$ cat src/rtl/button_pkg.sv
// Shared types and defaults for the push-button conditioner.
package button_pkg;

    localparam int CNT_W                 = 32;
    localparam int DEF_DEBOUNCE_CYCLES   = 1000000;
    localparam int DEF_REPEAT_DELAY      = 25000000;
    localparam int DEF_REPEAT_PERIOD     = 15000000;
    localparam int DEF_REPEAT_EN         = 1;

    typedef enum logic [2:0] {
        IDLE,
        PRESS_WAIT,
        HELD,
        REPEAT,
        RELEASE_WAIT
    } state_t;

    // Saturating increment: a long hold must never alias back to a small count.
    function automatic logic [CNT_W-1:0] sat_inc(input logic [CNT_W-1:0] v);
        return (v == '1) ? v : v + CNT_W'(1);
    endfunction

endpackage

$ cat src/rtl/sync_2ff.sv
// Two-flop synchroniser for a single asynchronous level.
module sync_2ff #(
    parameter logic RST_VAL = 1'b1
) (
    input  logic clock,
    input  logic reset_n,
    input  logic d,
    output logic q
);

    logic meta;

    always_ff @(posedge clock or negedge reset_n) begin
        if (!reset_n) begin
            meta <= RST_VAL;
            q    <= RST_VAL;
        end else begin
            meta <= d;
            q    <= meta;
        end
    end

endmodule

$ cat src/rtl/button_conditioner.sv
// Debounces an active-low push-button and produces press/release/auto-repeat
// strobes plus a wrapping press counter.
module button_conditioner
    import button_pkg::*;
#(
    parameter int DEBOUNCE_CYCLES = DEF_DEBOUNCE_CYCLES,
    parameter int REPEAT_DELAY    = DEF_REPEAT_DELAY,
    parameter int REPEAT_PERIOD   = DEF_REPEAT_PERIOD,
    parameter int REPEAT_EN       = DEF_REPEAT_EN
) (
    input  logic       clock,
    input  logic       reset_n,
    input  logic       botao,
    output logic       pressed,
    output logic       press_pulse,
    output logic       release_pulse,
    output logic       repeat_pulse,
    output logic [7:0] press_count
);

    localparam logic [CNT_W-1:0] DEB_LAST = CNT_W'(DEBOUNCE_CYCLES - 1);
    localparam logic [CNT_W-1:0] DLY_LAST = CNT_W'(REPEAT_DELAY - 1);
    localparam logic [CNT_W-1:0] PER_LAST = CNT_W'(REPEAT_PERIOD - 1);

    logic             botao_s;
    logic             act;
    state_t           state, state_n;
    logic [CNT_W-1:0] cnt, cnt_n;
    logic             press_n, release_n, repeat_n;

    sync_2ff #(.RST_VAL(1'b1)) u_sync (
        .clock   (clock),
        .reset_n (reset_n),
        .d       (botao),
        .q       (botao_s)
    );

    assign act = ~botao_s;

    always_ff @(posedge clock or negedge reset_n) begin
        if (!reset_n) begin
            state         <= IDLE;
            cnt           <= '0;
            press_pulse   <= 1'b0;
            release_pulse <= 1'b0;
            repeat_pulse  <= 1'b0;
            press_count   <= 8'd0;
        end else begin
            state         <= state_n;
            cnt           <= cnt_n;
            press_pulse   <= press_n;
            release_pulse <= release_n;
            repeat_pulse  <= repeat_n;
            if (press_n)
                press_count <= press_count + 8'd1;
        end
    end

    // Strobes are registered on the transition edge, so each lands in the
    // first cycle of the state it announces.
    always_comb begin
        state_n   = state;
        cnt_n     = sat_inc(cnt);
        press_n   = 1'b0;
        release_n = 1'b0;
        repeat_n  = 1'b0;
        case (state)
            IDLE: begin
                cnt_n = '0;
                if (act)
                    state_n = PRESS_WAIT;
            end
            PRESS_WAIT: begin
                if (!act) begin
                    state_n = IDLE;
                    cnt_n   = '0;
                end else if (cnt == DEB_LAST) begin
                    state_n = HELD;
                    cnt_n   = '0;
                    press_n = 1'b1;
                end
            end
            HELD: begin
                if (!act) begin
                    state_n = RELEASE_WAIT;
                    cnt_n   = '0;
                end else if (REPEAT_EN != 0 && cnt == DLY_LAST) begin
                    state_n  = REPEAT;
                    cnt_n    = '0;
                    repeat_n = 1'b1;
                end
            end
            REPEAT: begin
                if (!act) begin
                    state_n = RELEASE_WAIT;
                    cnt_n   = '0;
                end else if (cnt == PER_LAST) begin
                    cnt_n    = '0;
                    repeat_n = 1'b1;
                end
            end
            RELEASE_WAIT: begin
                // A bounce back to active resumes the hold without a new press.
                if (act) begin
                    state_n = HELD;
                    cnt_n   = '0;
                end else if (cnt == DEB_LAST) begin
                    state_n   = IDLE;
                    cnt_n     = '0;
                    release_n = 1'b1;
                end
            end
            default: begin
                state_n = IDLE;
                cnt_n   = '0;
            end
        endcase
    end

    assign pressed = (state == HELD) || (state == REPEAT) || (state == RELEASE_WAIT);

endmodule

$ cat config.mk
export PLATFORM = sky130hd
export DESIGN_NAME = button_conditioner
export DESIGN_NICKNAME = d
export VERILOG_FILES = /design/src/rtl/button_pkg.sv /design/src/rtl/sync_2ff.sv /design/src/rtl/button_conditioner.sv
export SDC_FILE = /design/constraint.sdc
export NUM_CORES = 1
export LEC_CHECK = 0
export CORE_ASPECT_RATIO = 1.1
export CORE_MARGIN = 2
export CORE_UTILIZATION = 30
export CTS_CLUSTER_DIAMETER = 120
export DETAILED_ROUTE_END_ITERATION = 10
export PLACE_DENSITY = 0.45
export RECOVER_POWER = 50
export SYNTH_ARGS = -nofsm -noshare
export SYNTH_HDL_FRONTEND = slang
export SYNTH_SLANG_ARGS = --single-unit
$ cat constraint.sdc
create_clock -name clock -period 2.9 [get_ports clock]
set_input_delay 0.58 -clock clock [delete_from_list [all_inputs] [get_ports clock]]
set_output_delay 0.58 -clock clock [all_outputs]
set_load 0.1 [all_outputs]
* After elaboration in Yosys (flattened, before gate mapping) *
Cells that the tools add are included.

storage, ports and cells
  output and inout port bits = 12
  register bits after elaboration = 48
  bits of input ports = 3
  logic and storage cells = 55

operators by class
  muxes and demuxes = 28
  add/subtract/negate cells = 2
  reductions and logical operators = 4
  equality and inequality tests = 13

operators by type and width
  operator                                               number
  2-to-1 mux 32 bit                                      8
  one-hot mux 32 bit (4 select lines)                    1
  adder 32 x 1 -> 32 bit, second input constant          1
  equality test 32 x 20 -> 1 bit, second input constant  1
  equality test 32 x 24 -> 1 bit, second input constant  1
  equality test 32 x 25 -> 1 bit, second input constant  1
  equality test 32 bit, second input constant            1
  2-to-1 mux 3 bit                                       8
  one-hot mux 3 bit (5 select lines)                     1
  2-to-1 mux 1 bit                                       9
  adder 8 x 1 -> 8 bit, second input constant            1
  equality test 3 x 2 -> 1 bit, second input constant    2
  inequality test 3 x 2 -> 1 bit, second input constant  2
  AND reduction 5 bit                                    1
  equality test 3 x 1 -> 1 bit, second input constant    1
  equality test 3 bit, second input constant             1
  zero test 3 bit                                        1
  inequality test 3 bit, second input constant           1
  logical OR 1 bit                                       2
  inequality test 2 x 1 -> 1 bit, second input constant  1
  inequality test 2 bit, second input constant           1
  one-hot mux 1 bit (2 select lines)                     1

* Longest topological paths before layout *
  depth in word-level cells = 5
  gate-level depth with buffers = 9
  gate-level depth less buffers = 7

* Modules after synthesis *
A second synthesis with hierarchy kept.

second synthesis, totals
  cell total of the unflattened synthesis = 289
  area total of the unflattened synthesis = 2796.4 um^2

modules (own cells, without submodules)
  module              area each (um^2)  sequential area each (um^2)  cells an instance  times used
  button_conditioner  2743.9            1151.1                       287                1
  sync_2ff            52.6              52.6                         2                  1

* Worst setup path after synthesis *
No wires, ideal clock.

  kind = flip-flop to flip-flop
  from = register cnt[20]
  to = register cnt[24]
  data arrival time = 2158 ps
  setup slack = 624 ps
  stages on the path, launching flop included = 9
  buffers on the path = 2
  clock period less this slack = 2276 ps
  required time = 2781 ps
  library setup time = 119 ps
  path through = dfrtp_1 > clkbuf_2 > or4_4 > or4_4 > nor4_4 > o22ai_2 > nor2_4 > buf_6 > nor2_1

between the ends
  longest elaborated chain between the ends = 5
  elaborated cells on any way between the ends = 14
  classes of those cells = add/sub (1); eq/ne (4); mux (9)

ends and longest elaborated chain
  element                                                         RTL line                  RTL
  start, declared                                                 button_conditioner.sv:28  logic [CNT_W-1:0] cnt, cnt_n;
  start signal, assigned                                          button_conditioner.sv:50  cnt <= cnt_n;
  adder 32 x 1 -> 32 bit or equality test 32 bit (tied branches)  button_pkg.sv:20          return (v == '1) ? v : v + CNT_W'(1);
  2-to-1 mux 32 bit                                               button_pkg.sv:20
  2-to-1 mux 32 bit (on tied branches) (2 in series)              n/a
  one-hot mux 32 bit (4 select lines) *                           button_conditioner.sv:67  case (state)
  named net cnt_n[24]                                             button_conditioner.sv:28

The timed path passes the listed nets; every way through them passes the cells marked *.
A chain may end at the register's enable or synchronous reset.

* Worst setup path after layout *
  from = register cnt[20]
  to = register cnt[20]

The elaborated chain is that of the path after synthesis.

==> results.json <==
{
  "number_of_enable_flip_flop_cells_after_synthesis": 0,
  "final_core_util_pct": 34.8,
  "multiInputGateArea_sq_um": 1350,
  "ys_ff_latch": 48,
  "number_of_buffers_added_by_the_clock_tree_synthesis_step": 5,
  "fin_tns_setup_ns": 0,
  "cts_num_sinks": 48,
  "grt_overflow_total": 0,
  "worst_skew_pair.late_latency_ns": 0.31,
  "ctsHoldBuffers": 0,
  "cp_cell_instances": "or4_4, or4_4, nor4_4, o22ai_2, nor2_4, buf_12, nor2_1",
  "initial_antenna_violation_count": 0,
  "layout.cells.most_common": "sky130_fd_sc_hd__dfrtp_1",
  "width_of_the_chip_um": 93.6,
  "grt_pass1_vias": 2115,
  "hpwl_um": 4280,
  "final.setup.worst_slack_ns": 0.335,
  "ctsResizeCount": 0,
  "synthesis.nets": 280,
  "ys_dominant_reg_cell": "sky130_fd_sc_hd__dfrtp_1",
  "routed_wl_um": 6070,
  "worstRegToRegCells": 7,
  "ys.warnings.count": 0,
  "fillers": 897,
  "avgSynthCellArea_sq_um": 9.63,
  "antenna-diode-count": 0,
  "timing_max_transition_violations_final": 0,
  "critical_path.startpoint": "cnt[20]",
  "top_level_ports": 15,
  "synthAdderAreaFrac_pct": 0.945,
  "worst-setup-path-type": "register to register",
  "gp_congestion": 0.762,
  "num_vias": 2068,
  "combinational_family_with_the_most_area_after_synthesis": "simple AND/OR/NAND/NOR gates",
  "num_rows": 35,
  "clkSlewWorstSetupHoldPaths_ns": 0.08,
  "die_area_sq_um": 9600,
  "slew-limit-headroom_pct": 19.8,
  "min_from": "u_sync.meta",
  "placeableCoreArea_sq_um": 8500,
  "drt_iter0_drc": 102,
  "worst-path-buf-inv": 1,
  "synthArstFlopShare_pct": 100,
  "worst_margin_pin_slew_ns": 1.20,
  "critical-path-top-delay-family": "simple AND/OR/NAND/NOR gates",
  "regArea_sq_um": 1200,
  "yosys.area_share.xor_xnor_pct": 11.2,
  "number_of_nets_with_antenna_violations_after_routing": 0,
  "drt-wirelength-per-cell_um": 14.9,
  "synth-compound-area-share_pct": 4.82,
  "finalWorstPathRequiredPeriod_ns": 2.56,
  "crit_path_end_kind": "register",
  "most_used_cells_in_the_layout_excluding_fill_and_tap_cells": "46 x sky130_fd_sc_hd__dfrtp_1, 41 x sky130_fd_sc_hd__nor2_1, 27 x sky130_fd_sc_hd__xor2_1",
  "r2r_path_start": "cnt[20]",
  "largest_stage_delay_on_the_critical_path_ns": 0.53,
  "critical-path-slowest-cell": "sky130_fd_sc_hd__or4_4",
  "clock_tree_from_tritoncts": "done",
  "timing.hold.worst_path_depth": 0,
  "critical_path_arrival_ns": 2.76,
  "area_growth_pct": 11.5,
  "syn-cell-area_sq_um": 2650,
  "hold_violations": 0,
  "clk_path_buf_depth": 2,
  "setup_viol_count_final": 0,
  "cts_max_level": 2,
  "drive_above_1_share_pct": 13.9,
  "power.density_cell_area_nw_per_um2": 376,
  "route.detailed.drc": 0,
  "final_min_period_over_clock_period_pct": 88.4,
  "critPathMaxFanout": 24,
  "detailedRoute.firstPassIterationCount": 4,
  "launching_element_type_of_the_critical_path": "register",
  "groute.usage.overall_pct": 14.1,
  "post_cts.repair.setup_buffers": 0,
  "yosysSeqAreaShare_pct": 45.4,
  "synthSimpleGateAreaFrac_pct": 32.7,
  "timing.fmax_mhz": 390,
  "power.static_leakage_nw": 1.19,
  "critical_path.most_common_cell": "sky130_fd_sc_hd__or4_4",
  "worst_ir_drop_vdd_mv": 0.132,
  "outcome": "finished, final reports clean",
  "clk_root_buffer_cell": "sky130_fd_sc_hd__clkbuf_8",
  "grt_pass1_wl_um": 10600,
  "netlist_instances": 275,
  "max_cap_violations": 0,
  "rsz0062_at_grt": "no",
  "grt_start_max_net_pins": 49,
  "die_height_um": 103,
  "place.port_buffers": 14,
  "post-place-ws_ns": 0.321,
  "critical_path_cell_count": 7,
  "initial_core_util_pct": 31.2,
  "finish.net_count": 300,
  "synth_cell_type_count": 47,
  "route.detailed.vias_per_inst": 5.08,
  "clock_skew_ns": 0.00680,
  "synthMuxAreaShare_pct": 1.18,
  "worst-endpoint-required_ns": 3.10,
  "min-delay-path-class": "register to register"
}
==> per-layer routing <==
layer / up-vias / share of wire (%) / global-route usage [%]
li1: 1025 / - / -
met2: 43 / 45 / 22.2
met3: 10 / 3.4 / 2.49
met5: - / 0 / 0
met1: 990 / 50 / 19.7
met4: 0 / 2.0 / 5.13
==> worst paths after layout <==
kind                                  end  slack [ns]
min in group asynchronous  press_count[7]        0.59
max                               cnt[20]        0.34
min reg2reg                      u_sync.q        0.36
max in group asynchronous         cnt[20]        1.58
max reg2reg                       cnt[20]        0.34
min                              u_sync.q        0.36
==> power breakdown <==
| part | switching [mW] | leakage, nW | internal (mW) |
|---|---|---|---|
| combinational | 0.0252 | 0.491 | 0.00959 |
| sequential | 0.00387 | 0.661 | 0.673 |
| clock | 0.228 | 0.0422 | 0.170 |
==> cell type report <==
class	instances	area share (%)
Inverter	2	0.254
Tap cell	111	4.70
Clock buffer	7	2.58
Multi-Input combinational cell	214	45.6
Timing Repair Buffer	24	5.93
Sequential cell	48	40.7
Clock inverter	1	0.169
==> flip-flops by register name, summed over array words and instances, names as in the netlist <==
name / count
u_sync.q: 1
press_pulse: 1
repeat_pulse: 1
u_sync.meta: 1
state: 3
release_pulse: 1
cnt: 32
press_count: 8
==> cells in the mapped netlist (all sizes together), types with 3 or more instances <==
| master | number | area (sq um) |
|---|---|---|
| nand3 | 25 | 138 |
| and3 | 8 | 52.6 |
| clkbuf | 3 | 13.8 |
| nor4b | 4 | 35.0 |
| and2 | 5 | 32.5 |
| nand4 | 14 | 87.6 |
| nand4b | 4 | 35.0 |
| dfrtp | 46 | 1150 |
| nand2 | 22 | 82.6 |
| or4 | 3 | 33.8 |
| buf | 6 | 53.8 |
| xnor2 | 7 | 61.3 |
| and4 | 3 | 26.3 |
| a21oi | 4 | 20.0 |
| xor2 | 27 | 236 |
| nor4 | 10 | 77.6 |
| nor3 | 10 | 50.1 |
| nor2 | 43 | 171 |
==> worst reg2reg max path: stages, from the launching register on <==
cell and delay (ns):
sky130_fd_sc_hd__dfrtp_1 0.47, sky130_fd_sc_hd__or4_4 0.53, sky130_fd_sc_hd__or4_4 0.51, sky130_fd_sc_hd__nor4_4 0.28
sky130_fd_sc_hd__o22ai_2 0.14, sky130_fd_sc_hd__nor2_4 0.25, sky130_fd_sc_hd__buf_12 0.21, sky130_fd_sc_hd__nor2_1 0.07
==> metrics by stage <==
stage	std cells	power (mW)	area (sq um)	hold WS, ns
after global routing	407	1.16	2950	0.370
after global placement	399	0.730	2900	0.346
final	407	1.11	2950	0.362
after CTS	407	1.13	2980	0.250
after floorplan	275	0.708	2650	0.284
after detailed placement	399	0.731	2900	0.353
==> kinds of logic (layout without fill, tap and decap cells) <==
kind of cell,Yosys count,after routing
buffers and inverters,13,34
adders and majority gates,2,2
AOI/OAI and AO/OA,18,18
and+or+nand+nor,157,157
muxes,3,3
DFF,48,48
xor gates and xnor gates,34,34
Note: power is estimated with default switching activity, not from simulation.
